[config.mk]
export PLATFORM = sky130hd
export DESIGN_NAME = multi_powerup_timer
export DESIGN_NICKNAME = d
export VERILOG_FILES = /design/src/rtl/multi_powerup_timer.sv
export SDC_FILE = /design/constraint.sdc
export NUM_CORES = 1
export LEC_CHECK = 0
export CAP_MARGIN = 10
export CORE_UTILIZATION = 42
export CTS_CLUSTER_SIZE = 25
export DETAILED_ROUTE_END_ITERATION = 10
export PLACE_DENSITY = 0.73
export RECOVER_POWER = 50
export SYNTH_ARGS = -nofsm -noshare
export SYNTH_HDL_FRONTEND = slang
export SYNTH_SLANG_ARGS = --single-unit
[constraint.sdc]
create_clock -name clk -period 4.8 [get_ports clk]
set_clock_uncertainty 0.1 [all_clocks]
set_input_delay 0.72 -clock clk [delete_from_list [all_inputs] [get_ports clk]]
set_output_delay 0.72 -clock clk [all_outputs]
set_load 0.01 [all_outputs]
[src/rtl/multi_powerup_timer.sv]
// rtl/multi_powerup_timer.sv - shared-prescaler bank of independent power-up countdown channels
//
// Purpose:
//   N_CH countdown channels driven by one shared tick prescaler. A grant
//   loads or extends a channel. While a channel's count is non-zero it is
//   active, and each tick decrements it. When a channel runs out on a tick,
//   expired[i] pulses for one cycle.
//
// Ports:
//   clk        - clock, rising edge
//   reset      - synchronous, active-high; terminates everything silently
//   pause      - freezes prescaler phase and all channel counters
//   clear_all  - terminates all channels silently, zeroes prescaler
//   eaten      - single-cycle grant strobe for channel ch_sel
//   ch_sel     - channel targeted by the grant
//   dur        - grant duration in ticks (0 = ignored)
//   extend     - 1: add dur to a running channel (saturating); 0: reload
//   rd_sel     - channel selected for rd_remain
//   active     - per-channel running flag
//   warning    - per-channel "about to expire" flag (remain <= WARN_TICKS)
//   expired    - per-channel one-cycle pulse on natural expiry
//   rd_remain  - remaining ticks of channel rd_sel (combinational)

module multi_powerup_timer #(
  parameter int N_CH       = 4,
  parameter int CNT_W      = 4,
  parameter int PRESCALER  = 24999999,
  parameter int WARN_TICKS = 2,
  localparam int SEL_W     = (N_CH > 1) ? $clog2(N_CH) : 1
) (
  input  logic             clk,
  input  logic             reset,
  input  logic             pause,
  input  logic             clear_all,
  input  logic             eaten,
  input  logic [SEL_W-1:0] ch_sel,
  input  logic [CNT_W-1:0] dur,
  input  logic             extend,
  input  logic [SEL_W-1:0] rd_sel,
  output logic [N_CH-1:0]  active,
  output logic [N_CH-1:0]  warning,
  output logic [N_CH-1:0]  expired,
  output logic [CNT_W-1:0] rd_remain
);

  localparam int PS_W = (PRESCALER > 0) ? $clog2(PRESCALER + 1) : 1;

  logic [PS_W-1:0]  ps_cnt;
  logic             tick;
  logic             grant_ok;
  logic [CNT_W-1:0] remain     [N_CH];
  logic [CNT_W-1:0] remain_nxt [N_CH];
  logic [N_CH-1:0]  expire_nxt;
  logic [CNT_W:0]   sum;

  // Tick only fires while running; a paused prescaler holds its phase so
  // the tick cadence resumes exactly where it stopped.
  assign tick = !pause && (ps_cnt == PS_W'(PRESCALER));

  always_ff @(posedge clk) begin
    if (reset || clear_all) begin
      ps_cnt <= '0;
    end else if (!pause) begin
      ps_cnt <= tick ? '0 : ps_cnt + 1'b1;
    end
  end

  // Out-of-range channel selects never match any channel index below, so
  // they fall out naturally as ignored grants.
  assign grant_ok = eaten && (dur != '0);

  always_comb begin
    sum = '0;
    for (int i = 0; i < N_CH; i++) begin
      remain_nxt[i] = remain[i];
      expire_nxt[i] = 1'b0;
      if (grant_ok && (int'(ch_sel) == i)) begin
        // Grant beats a coincident tick for this channel.
        if (extend && (remain[i] != '0)) begin
          sum = {1'b0, remain[i]} + {1'b0, dur};
          // The carry bit is set exactly when the true sum exceeds the
          // counter range, so it selects saturation.
          remain_nxt[i] = sum[CNT_W] ? {CNT_W{1'b1}} : sum[CNT_W-1:0];
        end else begin
          remain_nxt[i] = dur;
        end
      end else if (tick && (remain[i] != '0)) begin
        remain_nxt[i] = remain[i] - 1'b1;
        expire_nxt[i] = (remain[i] == CNT_W'(1));
      end
    end
  end

  // Reset and clear_all drop every counter without reporting expiry.
  always_ff @(posedge clk) begin
    if (reset || clear_all) begin
      for (int i = 0; i < N_CH; i++) begin
        remain[i] <= '0;
      end
      expired <= '0;
    end else begin
      for (int i = 0; i < N_CH; i++) begin
        remain[i] <= remain_nxt[i];
      end
      expired <= expire_nxt;
    end
  end

  always_comb begin
    active    = '0;
    warning   = '0;
    rd_remain = '0;
    for (int i = 0; i < N_CH; i++) begin
      active[i]  = (remain[i] != '0);
      warning[i] = (remain[i] != '0) && (int'(remain[i]) <= WARN_TICKS);
      if (int'(rd_sel) == i) begin
        rd_remain = remain[i];
      end
    end
  end

endmodule

==> results.toml <==
[status]
status = "completed"

[critical_path]
start_kind = "primary input"
reg2reg_depth = 5
arrival_ps = 3560
r2r_slack_ps = 1660
r2r_end = "remain[0][5]$_SDFFE_PP0P_"
r2r-start = "ps_cnt[8]$_SDFFE_PP0N_"
crit_required_ps = 4940
path_max_fanout = 10
cp-end-kind = "flop"
crit_type = "in2reg"

[clocking]
cts_tree = "yes"
root_buffer = "clkbuf_8"
cts_buffers = 5
htree_levels = 2
clk_latency_ps = 320
post_cts_buffers = 0
clock_sink_count = 45
cts_hold_buf = 0
cts_buffer_depth = 2
cts_resized = 0
path_clk_slew_ps = 100

[routing]
via_count = 2891
drtPass1Iterations = 4
ant_nets = 0
drtIter0Drc = 184
drc = 0
vias_per_cell = 5.713
routedWlPerCell_um = 15.86
totalWireLength_um = 8024

[placement]
dp_hpwl_um = 5953
portBuffers = 29
dpl.cell_count = 498
gp_congestion = 0.8739
place_ws_ps = 1271
placed_area_mm2 = 0.003588

[min_path]
min_from = "ps_cnt[1]$_SDFFE_PP0N_"
hold_path_class = "reg2reg"
worstHoldEndpoint = "ps_cnt[1]$_SDFFE_PP0N_"
hold_depth = 2

[synthesis]
syn-instance-count = 379
syn_avg_cell_area_um2 = 8.478
ys_ff_latch = 45
ys_seq_area_share_pct = 28.04
synthArstFlopShare_pct = 0
synth_edf_count = 0
mappedNetlistArea_mm2 = 0.003213
synth_warnings = 0
syn_nets = 426
yosys_most_used_dff = "dfxtp_1"
synth_cell_types = 47

[global_route]
grt_pass1_vias = 2867
grt_usage_pct = 21.60
grt_pass1_wl_um = 13310
grt_max_degree = 24
antenna_found_initial = 0
grt_overflow = 0

[finish]
final_cell_mix = "45 x dfxtp_1, 41 x nor2_1, 31 x nand2_1, 29 x ha_1"
finalNetCount = 453
final_layout_size_suffix_gt1_share_pct = 4.423
syn_to_final_growth_pct = 14.33
instances_no_fill = 506
final_common_cell = "dfxtp_1"
stdcell_area_mm2 = 0.003674
diodes = 0

[timing]
fin_setup_tns_ps = 0
setup_viol_count_final = 0
fmax_mhz = 292.5
max_slew.worst_pin.slew_ps = 1156
fin_crit_ps = 3419
slew_headroom_pct = 22.32
maxSlewViolCount = 0
grt_setup_unrepaired = "no"
fin_ws_ps = 1381
finalHoldViolations = 0
timing.final.crit_share_pct = 71.24

[pwr]
p_per_area_mw_per_mm2 = 204.9
power.leakage_nw = 1.355
peakVddDrop_mv = 0.1186

[floorplan]
rows = 31
dieArea_mm2 = 0.008004
die_height_um = 89.47
start_util_pct = 43.83
core_area_mm2 = 0.007331
io_pins = 30
die_width_um = 89.47

[run]
max_cap_viol_count = 0
-- sequential cells by signal, summed over array words and instances, names as in the netlist --
signal and count:
ps_cnt 25, expired 4, remain 16
-- cell families (layout without fill, tap and decap cells) --
group | count (synthesis) | after routing | share of synthesized area, %
and+or+nand+nor | 167 | 167 | 27.65
adders and majority gates | 33 | 33 | 13.79
muxes | 10 | 10 | 4.829
xor gates and xnor gates | 35 | 35 | 9.540
AOI/OAI and AO/OA | 61 | 61 | 12.73
buffers and inverters | 28 | 56 | 3.426
DFF | 45 | 45 | 28.04
-- where the power goes --
part,total [W],internal (W),switching [W]
sequential,0.000382,0.000376,0.00000536
combinational,0.000103,0.0000455,0.0000577
clock,0.000268,0.000110,0.000158
total,0.000753,0.000532,0.000221
-- critical path, stage by stage --
cell and delay, ps:
dlygate4sd3_1 640, and3b_1 270, nand4_1 410, nor4b_1 1020, mux2_2 410, o22ai_1 90
-- per-layer routing --
metal  share of wire (%)  global-route usage [%]
met5                   0                       0
met3                 4.7                   4.524
met2                  48                   36.22
met1                  46                   26.85
met4                 2.0                   9.235
-- layout make-up --
type	instances	area (um^2)
clock buffers	5	68.82
well taps	99	123.9
inverters	19	71.32
clock inverters	3	28.78
flip-flops and latches	45	900.9
repair buffers	29	290.3
multi-input cells	306	2190
fillers	684	3657
-- synthesized netlist by cell type (3+ instances only) --
cell type | instances | area, um^2
xor2_1 | 16 | 140.1
a21o_1 | 4 | 30.03
and3_1 | 6 | 37.54
or4_1 | 3 | 22.52
or3_1 | 8 | 50.05
and2_1 | 5 | 31.28
xnor2_1 | 19 | 166.4
nand2_1 | 31 | 116.4
a21oi_1 | 12 | 60.06
nand3_1 | 12 | 60.06
nand4_1 | 7 | 43.79
nand2b_1 | 9 | 56.30
mux2_2 | 4 | 45.04
buf_2 | 3 | 15.01
mux4_2 | 4 | 90.09
nor4_1 | 7 | 43.79
o32ai_1 | 4 | 35.03
nor3b_1 | 3 | 22.52
dfxtp_1 | 45 | 900.9
nand4b_1 | 3 | 26.28
inv_1 | 19 | 71.32
o21ai_0 | 6 | 30.03
ha_1 | 29 | 362.9
nor3_1 | 12 | 60.06
fa_1 | 4 | 80.08
nor2_1 | 41 | 153.9
a31oi_1 | 8 | 50.05
nand3b_1 | 4 | 30.03
o22ai_1 | 8 | 50.05
a211oi_1 | 4 | 30.03
o21a_1 | 4 | 30.03
clkbuf_1 | 4 | 15.01
nor2b_1 | 6 | 37.54
o41ai_1 | 5 | 43.79
-- metrics by stage --
step / utilization, % / total power, W / hold slack, ps
2_1_floorplan: - / 0.0004511 / 355.7
3_3_place_gp: 48.95 / 0.0004906 / 379.4
3_5_place_dp: 48.95 / 0.0004933 / 389.9
4_1_cts: 50.28 / 0.0007601 / 404.8
5_1_grt: 50.11 / 0.0007813 / 424.6
6_report: 50.11 / 0.0007528 / 408.4
-- worst max-delay path by stage --
stage / startpoint / end / slack (ps) / cells past startpoint
finish: pause / remain[0][5]$_SDFFE_PP0P_ / 1380 / 6
global route: pause / remain[0][5]$_SDFFE_PP0P_ / 1160 / 6
CTS: rd_sel[0] / rd_remain[0] / 1570 / 3
detailed placement: pause / ps_cnt[13]$_SDFFE_PP0N_ / 1270 / 6
global placement: pause / ps_cnt[2]$_SDFFE_PP0N_ / 1350 / 6
floorplan: ps_cnt[8]$_SDFFE_PP0N_ / remain[0][11]$_SDFFE_PP0P_ / 2290 / 7
(Power assumes the default switching activity.)
